--- src/rtl/seg_scan_decoder.sv ---
// ============================================================================
//  Module   : seg_scan_decoder
//  Purpose  : Samples a multiplexed seven-segment bus, debounces each digit,
//             decodes it to hex and publishes whole frames over valid/ready.
//  Options  : SEG_ACTIVE_LOW_EN - invert an_i/seg_i at the sample stage.
//  Revision : 1.0 - initial release
// ============================================================================
`default_nettype none

module seg_scan_decoder #(
  parameter int NUM_DIGITS    = 4,
  parameter int STABLE_CYCLES = 8
) (
  input  logic                    clk_i,
  input  logic                    rst_ni,
  input  logic [NUM_DIGITS-1:0]   an_i,
  input  logic [6:0]              seg_i,
  output logic [4*NUM_DIGITS-1:0] digits_o,
  output logic [NUM_DIGITS-1:0]   digit_valid_o,
  output logic [4*NUM_DIGITS-1:0] frame_o,
  output logic                    frame_valid_o,
  input  logic                    frame_ready_i,
  output logic                    err_o
);

  localparam int             CNT_W    = $clog2(STABLE_CYCLES + 1);
  localparam logic [CNT_W-1:0] C_STABLE = CNT_W'(STABLE_CYCLES);
  localparam logic [CNT_W-1:0] C_ONE    = CNT_W'(1);

  typedef enum logic [1:0] {
    S_IDLE  = 2'd0,
    S_TRACK = 2'd1,
    S_HOLD  = 2'd2
  } state_t;

  // --------------------------------------------------------------------------
  // Sample stage
  // --------------------------------------------------------------------------
  logic [NUM_DIGITS-1:0] w_an_in;
  logic [6:0]            w_seg_in;

`ifdef SEG_ACTIVE_LOW_EN
  assign w_an_in  = ~an_i;
  assign w_seg_in = ~seg_i;
`else
  assign w_an_in  = an_i;
  assign w_seg_in = seg_i;
`endif

  logic [NUM_DIGITS-1:0] r_an;
  logic [6:0]            r_seg;
  logic [NUM_DIGITS-1:0] r_an_prev;
  logic [6:0]            r_seg_prev;

  always_ff @(posedge clk_i or negedge rst_ni) begin
    if (!rst_ni) begin
      r_an       <= '0;
      r_seg      <= '0;
      r_an_prev  <= '0;
      r_seg_prev <= '0;
    end else begin
      r_an       <= w_an_in;
      r_seg      <= w_seg_in;
      r_an_prev  <= r_an;
      r_seg_prev <= r_seg;
    end
  end

  logic w_onehot;
  logic w_same;

  assign w_onehot = $onehot(r_an);
  assign w_same   = (r_an == r_an_prev) && (r_seg == r_seg_prev);

  // --------------------------------------------------------------------------
  // Stability FSM
  // --------------------------------------------------------------------------
  state_t           r_state;
  state_t           w_state_nx;
  logic [CNT_W-1:0] r_cnt;
  logic [CNT_W-1:0] w_cnt_nx;
  logic [CNT_W-1:0] w_cnt_inc;
  logic             w_cap;

  always_ff @(posedge clk_i or negedge rst_ni) begin
    if (!rst_ni) begin
      r_state <= S_IDLE;
      r_cnt   <= '0;
    end else begin
      r_state <= w_state_nx;
      r_cnt   <= w_cnt_nx;
    end
  end

  // The counter never exceeds STABLE_CYCLES-1 while tracking, so +1 cannot wrap.
  assign w_cnt_inc = r_cnt + C_ONE;

  always_comb begin
    w_state_nx = r_state;
    w_cnt_nx   = r_cnt;
    w_cap      = 1'b0;
    case (r_state)
      S_IDLE: begin
        if (w_onehot) begin
          w_state_nx = S_TRACK;
          w_cnt_nx   = C_ONE;
        end else begin
          w_cnt_nx   = '0;
        end
      end
      S_TRACK: begin
        if (!w_onehot) begin
          w_state_nx = S_IDLE;
          w_cnt_nx   = '0;
        end else if (w_same) begin
          w_cnt_nx = w_cnt_inc;
          if (w_cnt_inc == C_STABLE) begin
            w_cap      = 1'b1;
            w_state_nx = S_HOLD;
          end
        end else begin
          w_cnt_nx = C_ONE;
        end
      end
      S_HOLD: begin
        if (!w_onehot) begin
          w_state_nx = S_IDLE;
          w_cnt_nx   = '0;
        end else if (!w_same) begin
          w_state_nx = S_TRACK;
          w_cnt_nx   = C_ONE;
        end
      end
      default: begin
        w_state_nx = S_IDLE;
        w_cnt_nx   = '0;
      end
    endcase
  end

  // --------------------------------------------------------------------------
  // Pattern decode (segment order a..g, bit 6 = a)
  // --------------------------------------------------------------------------
  logic [3:0] w_nib;
  logic       w_pat_ok;

  always_comb begin
    w_nib    = 4'h0;
    w_pat_ok = 1'b1;
    case (r_seg)
      7'b1111110: w_nib = 4'h0;
      7'b0110000: w_nib = 4'h1;
      7'b1101101: w_nib = 4'h2;
      7'b1111001: w_nib = 4'h3;
      7'b0110011: w_nib = 4'h4;
      7'b1011011: w_nib = 4'h5;
      7'b1011111: w_nib = 4'h6;
      7'b1110000: w_nib = 4'h7;
      7'b1111111: w_nib = 4'h8;
      7'b1111011: w_nib = 4'h9;
      7'b1110111: w_nib = 4'hA;
      7'b0011111: w_nib = 4'hB;
      7'b1001110: w_nib = 4'hC;
      7'b0111101: w_nib = 4'hD;
      7'b1001111: w_nib = 4'hE;
      7'b1000111: w_nib = 4'hF;
      default:    w_pat_ok = 1'b0;
    endcase
  end

  // --------------------------------------------------------------------------
  // Capture, frame snapshot and handshake
  // --------------------------------------------------------------------------
  logic [4*NUM_DIGITS-1:0] r_digits;
  logic [4*NUM_DIGITS-1:0] w_digits_nx;
  logic [NUM_DIGITS-1:0]   r_dvalid;
  logic [NUM_DIGITS-1:0]   r_mask;
  logic [NUM_DIGITS-1:0]   w_mask_nx;
  logic [NUM_DIGITS-1:0]   w_cap_bits;
  logic [4*NUM_DIGITS-1:0] r_frame;
  logic                    r_fvalid;
  logic                    r_err;
  logic                    w_snap;

  // Sampled anode is one-hot whenever w_cap is set, so it selects the digit.
  assign w_cap_bits = (w_cap && w_pat_ok) ? r_an : '0;
  assign w_mask_nx  = r_mask | w_cap_bits;
  assign w_snap     = (&w_mask_nx) && !r_fvalid;

  for (genvar d = 0; d < NUM_DIGITS; d++) begin : g_digit
    assign w_digits_nx[4*d +: 4] = w_cap_bits[d] ? w_nib : r_digits[4*d +: 4];
  end

  always_ff @(posedge clk_i or negedge rst_ni) begin
    if (!rst_ni) begin
      r_digits <= '0;
      r_dvalid <= '0;
      r_mask   <= '0;
      r_frame  <= '0;
      r_fvalid <= 1'b0;
      r_err    <= 1'b0;
    end else begin
      r_digits <= w_digits_nx;
      r_dvalid <= r_dvalid | w_cap_bits;
      r_err    <= w_cap && !w_pat_ok;
      if (w_snap) begin
        r_frame  <= w_digits_nx;
        r_fvalid <= 1'b1;
        r_mask   <= '0;
      end else begin
        r_mask <= w_mask_nx;
        if (r_fvalid && frame_ready_i) begin
          r_fvalid <= 1'b0;
        end
      end
    end
  end

  assign digits_o      = r_digits;
  assign digit_valid_o = r_dvalid;
  assign frame_o       = r_frame;
  assign frame_valid_o = r_fvalid;
  assign err_o         = r_err;

endmodule

`default_nettype wire
--- config.mk ---
export PLATFORM = sky130hd
export DESIGN_NAME = seg_scan_decoder
export DESIGN_NICKNAME = d
export VERILOG_FILES = /design/src/rtl/seg_scan_decoder.sv
export SDC_FILE = /design/constraint.sdc
export NUM_CORES = 1
export LEC_CHECK = 0
export CORE_ASPECT_RATIO = 2
export CORE_UTILIZATION = 43
export DETAILED_ROUTE_END_ITERATION = 10
export GPL_TIMING_DRIVEN = 0
export PLACE_DENSITY = 0.74
export RECOVER_POWER = 100
export SYNTH_ARGS = -nofsm -noshare
export SYNTH_HDL_FRONTEND = slang
export SYNTH_SLANG_ARGS = --single-unit
--- constraint.sdc ---
create_clock -name clk_i -period 3.63 [get_ports clk_i]
set_input_delay 0.363 -clock clk_i [delete_from_list [all_inputs] [get_ports clk_i]]
set_output_delay 0.363 -clock clk_i [all_outputs]
set_load 0.01 [all_outputs]
**Word-level counts from Yosys, hierarchy flattened**

Cells that the tools add are included.
Widths: inputs -> output; s select.

- Muxes and demuxes: 27
- Eq/ne operators: 26
- Bitwise logic cells: 2
- Reductions and logical operators: 12
- Add/subtract/negate cells: 4

Operators by type and width:

| operator | count |
|---|---|
| $eq 7x7->1 const B | 12 |
| $pmux 4 s15 | 1 |
| $mux 4 | 10 |
| $eq 7x6->1 const B | 3 |
| $reduce_or 16->1 | 1 |
| $mux 2 | 6 |
| $pmux 4 s3 | 1 |
| $ne 3x3->1 const B | 3 |
| $mux 1 | 8 |
| $or 4x4->4 | 2 |
| $reduce_and 4->1 | 2 |
| $eq 7x5->1 const B | 1 |
| $eq 7x7->1 | 1 |
| $pmux 2 s3 | 1 |
| $logic_and 1x1->1 | 5 |
| $add 1x1->2 | 2 |
| $add 4x1->4 const B | 1 |
| $eq 4x4->1 | 1 |
| $eq 4x4->1 const B | 1 |
| $add 2x2->3 | 1 |
| $eq 3x1->1 const B | 1 |
| $eq 2x1->1 const B | 1 |
| $eq 2x2->1 const B | 1 |
| $logic_not 1->1 | 2 |
| other kinds (3) | 3 |

- Input bits: 14
- Output and inout bits: 38
- Logic and storage cells: 83
- Register bits: 70

**Depth between registers and ports, before layout**

Gate-level depths: netlist of the first run.

- Word-level depth: 12
- Gate-level depth with buffers: 12

**Worst setup path after synthesis of the first run**

Ideal clock, no wire load.

- Path type: register -> register
- Start point: register r_an[0]
- End point: register r_frame[10] (netlist: frame_o[10])
- Setup slack: -144 ps
- Stages on the path, launching flop included: 13
- Arrival: 3647 ps
- Setup time: 128 ps
- Data required time: 3502 ps
- Period minus slack after synthesis: 3774 ps
- Path through: dfrtp_1 inv_1 fa_1 inv_1 ha_1 ha_1 nor3b_1 nand4_4 a2111oi_2 o22ai_1 nor4_2 buf_4 mux2_1

- Cells in the longest elaborated chain, start to end: 10
- Elaborated cells on any way between the ends: 14

RTL lines:

| element | line | text |
|---|---|---|
| start, declared | 50 | `logic [NUM_DIGITS-1:0] r_an;` |
| start signal, assigned | 62 | `r_an <= w_an_in;` |
| $add 1x1->2 (implied by the code) or $eq 4x4->1 (tied branches) | 72, 73 |  |
| $add 2x2->3 (implied by the code) or $logic_and 1x1->1 (tied branches) | 72, 73 |  |
| $eq 3x1->1 or $mux 1 (tied branches) | 72, 115 |  |
| $mux 1 | 112 | `if (!w_onehot) begin` |
| $mux 1 | 102 | `case (r_state)` |
| $logic_and 1x1->1 | 186 | `assign w_cap_bits = (w_cap && w_pat_ok) ? r_an : '0;` |
| $mux 4 * | 186 |  |
| $or 4x4->4 | 187 | `assign w_mask_nx = r_mask \| w_cap_bits;` |
| $reduce_and 4->1 | 188 | `assign w_snap = (&w_mask_nx) && !r_fvalid;` |
| $logic_and 1x1->1 | 188 |  |
| end signal, assigned | 207 | `r_frame <= w_digits_nx;` |
| end, declared | 180 | `logic [4*NUM_DIGITS-1:0] r_frame;` |

Every way passes the cells marked *; elsewhere a longest branch is shown, timed or not.
A chain may end at the register's enable or synchronous reset.

**Final worst setup path of the first run**

- Start point: register r_an[0]
- End point: register r_frame[1] (netlist: frame_o[1])

The elaborated chain is that of the path after synthesis.

==> results of run 1 <==
[worst reg2reg max path: stages, from the launching register on]
cell	delay [ps]
dfrtp_1	400
inv_2	70
fa_1	550
inv_2	50
ha_4	150
ha_4	210
nor3b_4	240
nand4_4	140
buf_12	180
a2111oi_4	370
o22ai_2	140
nor4_4	280
buf_6	170
buf_6	130
mux2_1	330
[layer usage]
metal  wire length [um]  track usage
met2               3830        0.330
met4                369        0.147
met3                264       0.0522
met5                  0            0
met1               2500        0.210
[power by group]
part           switching (mW)  leakage, nW  total [mW]  internal [mW]
sequential             0.0172        0.925       0.815          0.798
combinational          0.0685         1.02       0.118         0.0497
clock                   0.319        0.138       0.816          0.497
[cell type report]
cell class	count	area [um^2]	share of cell area
Sequential cell	70	1750	0.407
Multi-Input combinational cell	149	1350	0.314
Timing Repair Buffer	70	699	0.162
Clock buffer	11	253	0.0587
Tap cell	90	113	0.0262
Buffer	10	68.8	0.0160
Clock inverter	5	33.8	0.00785
Inverter	9	33.8	0.00785
[worst paths after layout]
kind	from	end
worst max-delay path	r_an[0]$_DFF_PN0_	frame_o[1]$_DFFE_PN0P_
worst min register to register	r_seg[4]$_DFF_PN0_	r_seg_prev[4]$_DFF_PN0_
min in group asynchronous	rst_ni	r_seg[6]$_DFF_PN0_
worst max register to register	r_an[0]$_DFF_PN0_	frame_o[1]$_DFFE_PN0P_
max in group asynchronous	rst_ni	digits_o[0]$_DFF_PN0_
worst min-delay path	r_seg[4]$_DFF_PN0_	r_seg_prev[4]$_DFF_PN0_
[flip-flops by register name, summed over array words and instances (netlist names)]
signal	count
r_state	2
r_seg_prev	7
r_an	4
r_seg	7
frame_valid_o	1
r_an_prev	4
r_mask	4
r_cnt	4
err_o	1
digit_valid_o	4
digits_o	16
frame_o	16
[cells in the mapped netlist (3+ instances only)]
| cell | n |
|---|---|
| buf_2 | 5 |
| a22oi_1 | 3 |
| dfrtp_1 | 70 |
| or2_2 | 4 |
| nand2_1 | 11 |
| nand2b_1 | 3 |
| nand3_1 | 6 |
| xnor2_1 | 5 |
| inv_1 | 9 |
| mux2_2 | 17 |
| ha_1 | 4 |
| nor4b_1 | 3 |
| a21oi_1 | 7 |
| nor3_1 | 4 |
| nor2_1 | 18 |
| mux2_1 | 15 |
| xor2_1 | 9 |
[cells by family (layout without fill, tap and decap cells)]
family,Yosys count,after routing,share of synthesized area
flip-flops,70,70,0.572
AND/OR/NAND/NOR,69,69,0.137
multiplexers,34,34,0.124
AO/OA/AOI/OAI,27,27,0.0732
buffers and inverters,19,105,0.0302
XOR/XNOR,14,14,0.0400
adder cells (fa/ha/maj),5,5,0.0229
[what timing repair did]
item                                    CTS  global route
gates cloned                              0             2
gates resized for setup                   2            29
endpoints found under the setup margin   21            16
setup buffers                             8             8
hold buffers                              0             0
pin swaps                                 6             5
[per-stage QoR]
step           power (mW)  area [um^2]  instances
2_1_floorplan       0.890         3100        238
3_3_place_gp        0.935         3720        379
3_5_place_dp        0.938         3720        379
4_1_cts              1.76         4080        403
5_1_grt              1.81         4300        414
6_report             1.75         4300        414
==> results.md, run 1 <==
- Run status: finished with violations
- Failing checks: max-capacitance violations, max-slew violations
- Least-Margin Pin Slew: 1640 ps
- Setup TNS: 0 ps
- Syn Inst Count: 238
- FILL cells: 561
- Max Cap Violations: 1
- Largest stage delay, worst path: 550 ps
- CP arrival: 3740 ps
- Stages on the worst setup path: 14
- Final Hold Viols: 0
- DR iter-0 viols: 64
- Layout Area Growth over Synthesis: 40.6%
- Most common cell after layout, fill and taps aside: dfrtp_1
- Worst Hold Class: reg -> reg
- Number of buffer and inverter stages on the critical path: 5
- Bufs on Longest Clock Path: 2
- Hold Slack: 394 ps
- Gr usage total: 0.201
- Vias: 2198
- Final GP Congestion: 0.832
- Leakage power total: 2.08 nW
- Most frequent cells in the layout: dfrtp_1, dlygate4sd3_1, nor2_1
- Die area: 7480 um^2
- DRC: 0
- Initial DRT Pass Iterations: 4
- Die width: 61.7 um
- Max IR drop VDD: 393 uV
- Port Buffers: 51
- Syn_area_per_cell: 12.9 um^2
- Root buffer cell: clkbuf_16
- Share of the clock period used by the worst path: 0.973
- GRT overflow: 0
- Leading area contributor after synthesis: dfrtp_1
- Final HPWL DP: 4590 um
- Worst path top cell family by delay: adder cells
- Setup CP Type: reg -> reg
- Wire per inst: 16.8 um
- Skew final: 6.38 ps
- Synth area leaders: dfrtp_1, mux2_2, mux2_1, xor2_1, nor2_1
- Crit start category: register
- Final setup viols: 0
- R2R Setup Slk: 100 ps
- Cell Area, Synth: 3060 um^2
- Worst setup EP type: register
- H-tree levels: 3
- Layout Nets: 338
- Net Count, Synth: 257
- Yosys reg bits: 70
- Slew Viols, Final: 71
- N_diodes: 0
- Post-synthesis sequential area ratio: 0.572
- Final cell utilization of the core: 0.625
- Async set-reset flop share out of synthesis: 1.00
- Initial core utilization: 0.445
- Cell chain of the critical path: inv_2 > fa_1 > inv_2 > ha_4 > ha_4 > nor3b_4 > nand4_4 > buf_12 > a2111oi_4 > o22ai_2 > nor4_4 > buf_6 > buf_6 > mux2_1
- Crit-path max FO: 5
- CTS buffer count: 9
- CTS tree: yes
- IO Count: 52
- Row count: 43
- Core area: 6890 um^2
- Clock Latency Late Sink: 330 ps
- CTS sink count: 70
- Post-Place Worst Slack: -500 ps
- Slowest stage cell, crit path: fa_1
- Rel. slew slack: -0.0932
- First-pass GRT wire length: 10500 um
- WHS Path Cells: 0
- Synth Flop Type: dfrtp_1
- Largest net degree at the start of global routing: 71
- Worst path required time: 3840 ps
- Final worst path period need: 3530 ps
- Vias in the first global route: 2185
- Die height: 121 um
- Antenna Nets Post-Route: 0
- Post-synth top area share: 0.572
- Yosys cell types: 51
- Fmax achieved: 283 MHz
- Power density over the cells: 406 nW/um^2
- Final wirelength: 6960 um
- Number of flops mapped to enable cells by yosys: 0
- Initial antenna violation count: 0
- Synth warn: 0
- Layout cells sized above 1: 0.281
- Detailed-route vias per instance: 5.31
- Clock transition at path regs: 60 ps
- Unrepaired setup endpoints after global routing: yes
- Reg2reg path depth: 14
- Final setup margin: 96.4 ps
Power figures use the tool's default switching activity.
==> run 2, diff against run 1 <==
--- a/config.mk
+++ b/config.mk
@@ -11,6 +11,7 @@
 export GPL_TIMING_DRIVEN = 0
 export PLACE_DENSITY = 0.74
 export RECOVER_POWER = 100
+export SETUP_SLACK_MARGIN = 0.15
 export SYNTH_ARGS = -nofsm -noshare
 export SYNTH_HDL_FRONTEND = slang
 export SYNTH_SLANG_ARGS = --single-unit
==> run 2 against run 1 <==
  * The run still ends with max-capacitance violations, max-slew violations left
  * Sequential power about the same
  * First-iteration DRC count increased by 4.7%
  * Via count increased by 0.32%
  * Global-route usage increased by 0.71 points
  * Power increased by 1.6%
  * Die area unchanged
  * Critical path type unchanged
==> results.md, run 2 (synthesis gave the netlist of run 1 again) <==
- Final cell utilization of the core: 0.616 (-0.00945)
- Unrepaired setup endpoints after global routing: yes
- Core area: 6890 um^2 (unchanged)
- Worst path top cell family by delay: adder cells
- Setup CP Type: reg -> reg
- Antenna Nets Post-Route: 0 (unchanged)
- Die width: 61.7 um (unchanged)
- Worst path required time: 3840 ps (about the same)
- CTS sink count: 70 (unchanged)
- Internal power: 1.39 mW (+3.6%)
- DR iter-0 viols: 67 (+4.7%)
- Share of the clock period used by the worst path: 0.953 (-0.0208)
- NetSw: 0.384 mW (-5.1%)
- Die height: 121 um (unchanged)
- Reg2reg path depth: 13 (-1)
- GRT overflow: 0 (unchanged)
- Most frequent cells in the layout: dfrtp_1, dlygate4sd3_1, mux2_1
- Initial DRT Pass Iterations: 4 (unchanged)
- WHS Path Cells: 0 (unchanged)
- Final worst path period need: 3460 ps (-75.4 ps)
- Final setup viols: 0 (unchanged)
- Number of buffer and inverter stages on the critical path: 5 (unchanged)
- Root buffer cell: clkbuf_16
- Wire per inst: 16.6 um (-1.1%)
- Layout cells sized above 1: 0.220 (-0.0607)
- N_diodes: 0 (unchanged)
- Hold Slack: 368 ps (-25.9 ps)
- Clock transition at path regs: 50 ps (about the same)
- Vias: 2205 (+0.32%)
- Slowest stage cell, crit path: fa_1
- Layout Area Growth over Synthesis: 38.5%
- CP arrival: 3670 ps (-70 ps)
- Reg power frac: 0.458 (-0.008)
- Port Buffers: 51 (unchanged)
- CTS buffer count: 9 (unchanged)
- Final Hold Viols: 0 (unchanged)
- Clock share of power: 0.473 (+0.006)
- CTS tree: yes
- Row count: 43 (unchanged)
- Worst setup EP type: register
- Clock Latency Late Sink: 330 ps (about the same)
- Most common cell after layout, fill and taps aside: dfrtp_1
- IO Count: 52 (unchanged)
- Final GP Congestion: 0.918 (+10%)
- Switching share of power: 0.216 (-0.0152)
- Die area: 7480 um^2 (unchanged)
- Gr usage total: 0.209 (+0.00706)
- H-tree levels: 3 (unchanged)
- R2r endpoint: frame_o[8]$_DFFE_PN0P_
- Initial antenna violation count: 0 (unchanged)
- First-pass GRT wire length: 11000 um (+5.3%)
- Skew final: 7.18 ps (+0.797 ps)
- Leakage power total: 2.08 nW (-0.35%)
- Power density over the cells: 419 nW/um^2 (+3.2%)
- Detailed-route vias per instance: 5.29 (-0.40%)
- Max IR drop VDD: 332 uV (-15%)
- Worst Hold Class: reg -> reg
- FILL cells: 568 (+1.2%)
- Bufs on Longest Clock Path: 2 (unchanged)
- Rel. slew slack: -0.124 (-0.0305)
- Crit start category: register
- Hold Path End: r_seg_prev[6]$_DFF_PN0_
- R2R Setup Slk: 170 ps (+80 ps)
- Slew Viols, Final: 71 (unchanged)
- Final wirelength: 6940 um (-0.42%)
- Max Cap Violations: 1 (unchanged)
- Run status: finished with violations
- Fmax achieved: 289 MHz (+2.2%)
- Vias in the first global route: 2295 (+5.0%)
- Initial core utilization: 0.445 (unchanged)
- Comb pwr share: 0.069 (about the same)
- Layout Nets: 342 (+1.2%)
- Failing checks: max-capacitance violations, max-slew violations
- Final HPWL DP: 4700 um (+2.5%)
- DRC: 0 (unchanged)
- Cell chain of the critical path: inv_1 > fa_1 > inv_1 > ha_2 > ha_4 > nor3b_4 > nand4_4 > clkbuf_1 > a211oi_4 > clkbuf_4 > buf_6 > mux2_1 > mux2_1
- Least-Margin Pin Slew: 1690 ps (+45.8 ps)
- Largest net degree at the start of global routing: 71 (unchanged)
- Crit-path max FO: 5 (unchanged)
- HP Start: r_seg[6]$_DFF_PN0_
- Largest stage delay, worst path: 570 ps (+20 ps)
- Worst r2r src: r_an[0]$_DFF_PN0_
## run 2: power by group through the flow
stage          Clock, mW  Combinational [mW]  Sequential (mW)
2_1_floorplan          0              0.0673            0.823
3_3_place_gp           0               0.110            0.828
3_5_place_dp           0               0.112            0.828
4_1_cts            0.861               0.125            0.814
5_1_grt            0.891               0.135            0.816
6_report           0.841               0.122            0.814
## run 2: layer usage
layer  routed length (um)  up-vias  track usage
met2                 4000       55        0.359
li1                     -     1023            -
met3                  227       17       0.0437
met4                  257        0        0.136
met5                    0        -            0
met1                 2450     1110        0.214
## run 2: per-stage QoR
stage	cell area (um^2)	cells	TNS (ps)	total power [mW]	setup WS [ps]
6_report	4240	417	0	1.78	172
5_1_grt	4240	417	0	1.84	37.9
4_1_cts	4190	411	0	1.80	155
3_5_place_dp	3720	379	-6120	0.939	-394
3_3_place_gp	3730	379	-7750	0.938	-344
2_1_floorplan	3100	238	0	0.890	190
## run 2: worst max path at each step
| stage | from | endpoint | slack [ps] | cells past startpoint |
|---|---|---|---|---|
| 2_1_floorplan | r_an[0]$_DFF_PN0_ | frame_o[10]$_DFFE_PN0P_ | 190 | 12 |
| 3_3_place_gp | r_an[0]$_DFF_PN0_ | frame_o[8]$_DFFE_PN0P_ | -340 | 12 |
| 3_5_place_dp | r_an[0]$_DFF_PN0_ | frame_o[4]$_DFFE_PN0P_ | -390 | 12 |
| 4_1_cts | r_seg[1]$_DFF_PN0_ | frame_o[2]$_DFFE_PN0P_ | 160 | 9 |
| 5_1_grt | r_an[0]$_DFF_PN0_ | frame_o[4]$_DFFE_PN0P_ | 40 | 14 |
| 6_report | r_an[0]$_DFF_PN0_ | frame_o[8]$_DFFE_PN0P_ | 170 | 13 |
## run 2: area by class of cell
class | instances | area [um^2] | area share
Sequential cell | 70 | 1750 | 0.413
Tap cell | 90 | 113 | 0.0266
Inverter | 9 | 33.8 | 0.00797
Buffer | 10 | 68.8 | 0.0162
Clock inverter | 4 | 47.5 | 0.0112
Timing Repair Buffer | 74 | 663 | 0.156
Clock buffer | 11 | 243 | 0.0573
Multi-Input combinational cell | 149 | 1320 | 0.311
## run 2: timing repair
action / CTS / global route
buffers inserted: 16 / 5
resized for setup: 14 / 11
pin swaps: 8 / 7
hold buffers: 0 / 0
cloned: 1 / 1
endpoints found under the setup margin: 21 / 16
==> run 3, diff against run 2 <==
--- a/config.mk
+++ b/config.mk
@@ -7,8 +7,8 @@
 export LEC_CHECK = 0
 export CORE_ASPECT_RATIO = 2
 export CORE_UTILIZATION = 43
+export CTS_CLUSTER_DIAMETER = 50
 export DETAILED_ROUTE_END_ITERATION = 10
-export GPL_TIMING_DRIVEN = 0
 export PLACE_DENSITY = 0.74
 export RECOVER_POWER = 100
 export SETUP_SLACK_MARGIN = 0.15
==> run 3 against run 2 <==
  * The run still ends with max-capacitance violations, max-slew violations left
  * Count of clock-buffer cells in the layout increased by 3
  * Sequential power increased by 1%
  * Cell area rose by 1.7%
  * Register-to-register slack worse by 60 ps
  * Die area is the same
==> results.md, run 3 (synthesis gave the netlist of run 1 again) <==
- Worst path required time: 3840 ps (about the same)
- Setup CP Type: reg -> reg
- Final cell utilization of the core: 0.626 (+0.0104)
- Vias: 2227 (+1.0%)
- Max Cap Violations: 1 (unchanged)
- Crit-path max FO: 5 (unchanged)
- Finished Cell Area: 4310 um^2 (+1.7%)
- Fmax achieved: 284 MHz (-1.7%)
- Largest net degree at the start of global routing: 45 (-37%)
- Slowest stage cell, crit path: fa_1
- Root buffer cell: clkbuf_16
- Worst setup EP type: register
- Layout Area Growth over Synthesis: 40.8%
- Share of the clock period used by the worst path: 0.969 (+0.0163)
- Skew final: 6.12 ps (-1.05 ps)
- Initial core utilization: 0.445 (unchanged)
- Layout Nets: 337 (-1.5%)
- Cell chain of the critical path: inv_1 > fa_1 > inv_2 > ha_4 > ha_4 > nor3b_4 > nand4_4 > clkbuf_1 > clkbuf_1 > a211oi_4 > nor2_4 > nor4_4 > buf_4 > clkbuf_16 > mux2_1
- Clock transition at path regs: 50 ps (about the same)
- Gr usage total: 0.220 (+0.0117)
- Row count: 43 (unchanged)
- DR iter-0 viols: 96 (+43%)
- Wire per inst: 18.3 um (+10%)
- Antenna Nets Post-Route: 0 (unchanged)
- IO Count: 52 (unchanged)
- HP Start: digit_valid_o[1]$_DFF_PN0_
- Number of buffer and inverter stages on the critical path: 6 (+1)
- N_diodes: 0 (unchanged)
- CTS buffer count: 9 (unchanged)
- Power, Total: 1.85 mW (+4.3%)
- Final HPWL DP: 4850 um (+3.1%)
- Max IR drop VDD: 367 uV (+10%)
- Run status: finished with violations
- Leakage power total: 2.06 nW (-0.68%)
- CTS tree: yes
- Least-Margin Pin Slew: 2370 ps (+682 ps)
- Initial antenna violation count: 0 (unchanged)
- Hold Slack: 466 ps (+97.7 ps)
- Final wirelength: 7550 um (+8.9%)
- Die area: 7480 um^2 (unchanged)
- CP arrival: 3730 ps (+60 ps)
- GRT overflow: 0 (unchanged)
- Die height: 121 um (unchanged)
- Initial DRT Pass Iterations: 5 (+1)
- Layout cells sized above 1: 0.257 (+0.0368)
- Power density over the cells: 430 nW/um^2 (+2.6%)
- Slew Viols, Final: 45 (-37%)
- Clock Latency Late Sink: 330 ps (about the same)
- Most frequent cells in the layout: dfrtp_1, dlygate4sd3_1, nor2_1, mux2_2, mux2_4
- Post-CTS Hold Fix Bufs: 0 (unchanged)
- Die width: 61.7 um (unchanged)
- Most common cell after layout, fill and taps aside: dfrtp_1
- Rel. slew slack: -0.578 (-0.455)
- Largest stage delay, worst path: 560 ps (about the same)
- Origin of the worst setup path: r_an[0]$_DFF_PN0_
- Failing checks: max-capacitance violations, max-slew violations
- Final GP Congestion: 0.938 (+2.1%)
- Final worst path period need: 3520 ps (+59.2 ps)
- Worst Hold Class: reg -> reg
- Core area: 6890 um^2 (unchanged)
- Placed cell area: 3770 um^2 (+1.1%)
- Crit start category: register
- Vias in the first global route: 2315 (+0.87%)
- Final Hold Viols: 0 (unchanged)
- CTS sink count: 70 (unchanged)
- H-tree levels: 3 (unchanged)
- Detailed-route vias per instance: 5.39 (+2.0%)
- Worst r2r src: r_an[0]$_DFF_PN0_
- Worst path top cell family by delay: adder cells
- Bufs on Longest Clock Path: 2 (unchanged)
- Port Buffers: 51 (unchanged)
- DRC: 0 (unchanged)
- Unrepaired setup endpoints after global routing: yes
- Final setup viols: 0 (unchanged)
- First-pass GRT wire length: 11500 um (+4.3%)
==> run 3: changes by cell type in the layout (fill, tap and decap cells not counted), moves of 2 or more <==
cell	before	now
clkbuf_4	6	1
clkinv_2	2	0
buf_6	5	1
buf_4	7	12
mux2_4	2	13
clkbuf_16	9	11
mux2_1	19	3
mux2_2	11	16
buf_2	4	0
clkbuf_8	1	4
==> run 3: per-stage QoR <==
| step | setup WS, ps | cells | TNS, ps |
|---|---|---|---|
| final | 113 | 413 | 0 |
| after global routing | -12.0 | 413 | -34.0 |
| after CTS | 151 | 408 | 0 |
| after detailed placement | 73.6 | 380 | 0 |
| after global placement | 204 | 380 | 0 |
| after floorplan | 190 | 238 | 0 |
==> run 3: layout make-up <==
type                       count  area, um^2
fill                         567        2580
clock inverter                 2        37.5
inverter                       9        33.8
sequential                    70        1750
timing repair buffer          79         726
clock buffer                  14         284
tap                           90         113
multi-input combinational    149        1370
==> run 3: worst reg2reg max path, stage by stage, from the launching register on <==
cell and delay [ps]:
dfrtp_1 340, inv_1 80, fa_1 560, inv_2 50, ha_4 160, ha_4 220, nor3b_4 260, nand4_4 150
clkbuf_1 150, clkbuf_1 150, a211oi_4 250, nor2_4 70, nor4_4 300, buf_4 200, clkbuf_16 150, mux2_1 310
==> run 3: layer usage <==
| metal | part of all wire | GRT usage | vias up |
|---|---|---|---|
| met3 | 0.041 | 0.0608 | 27 |
| li1 | - | - | 1008 |
| met5 | 0 | 0 | - |
| met2 | 0.58 | 0.376 | 69 |
| met1 | 0.33 | 0.224 | 1123 |
| met4 | 0.048 | 0.136 | 0 |
==> run 3: worst paths after layout <==
check | end | slack [ps] | cells past startpoint
max | frame_o[5]$_DFFE_PN0P_ | 110 | 15
min | digit_valid_o[1]$_DFF_PN0_ | 470 | 1
max in group asynchronous | r_mask[2]$_DFF_PN0_ | 1200 | 2
min in group asynchronous | digits_o[9]$_DFF_PN0_ | 740 | 1
max reg2reg | frame_o[5]$_DFFE_PN0P_ | 110 | 15
min reg2reg | digit_valid_o[1]$_DFF_PN0_ | 470 | 1
==> run 3: repair_timing <==
| item | 4_1_cts | 5_1_grt |
|---|---|---|
| pin swaps | 6 | 7 |
| setup endpoints to repair | 16 | 19 |
| gates resized for setup | 7 | 21 |
| buffers inserted | 11 | 4 |
| gates cloned | 1 | 1 |
==> run 3: power breakdown <==
group / internal [mW] / leakage (nW) / switching (mW)
sequential: 0.798 / 0.925 / 0.0255
clock: 0.606 / 0.155 / 0.304
combinational: 0.0550 / 0.981 / 0.0656
total: 1.46 / 2.06 / 0.396
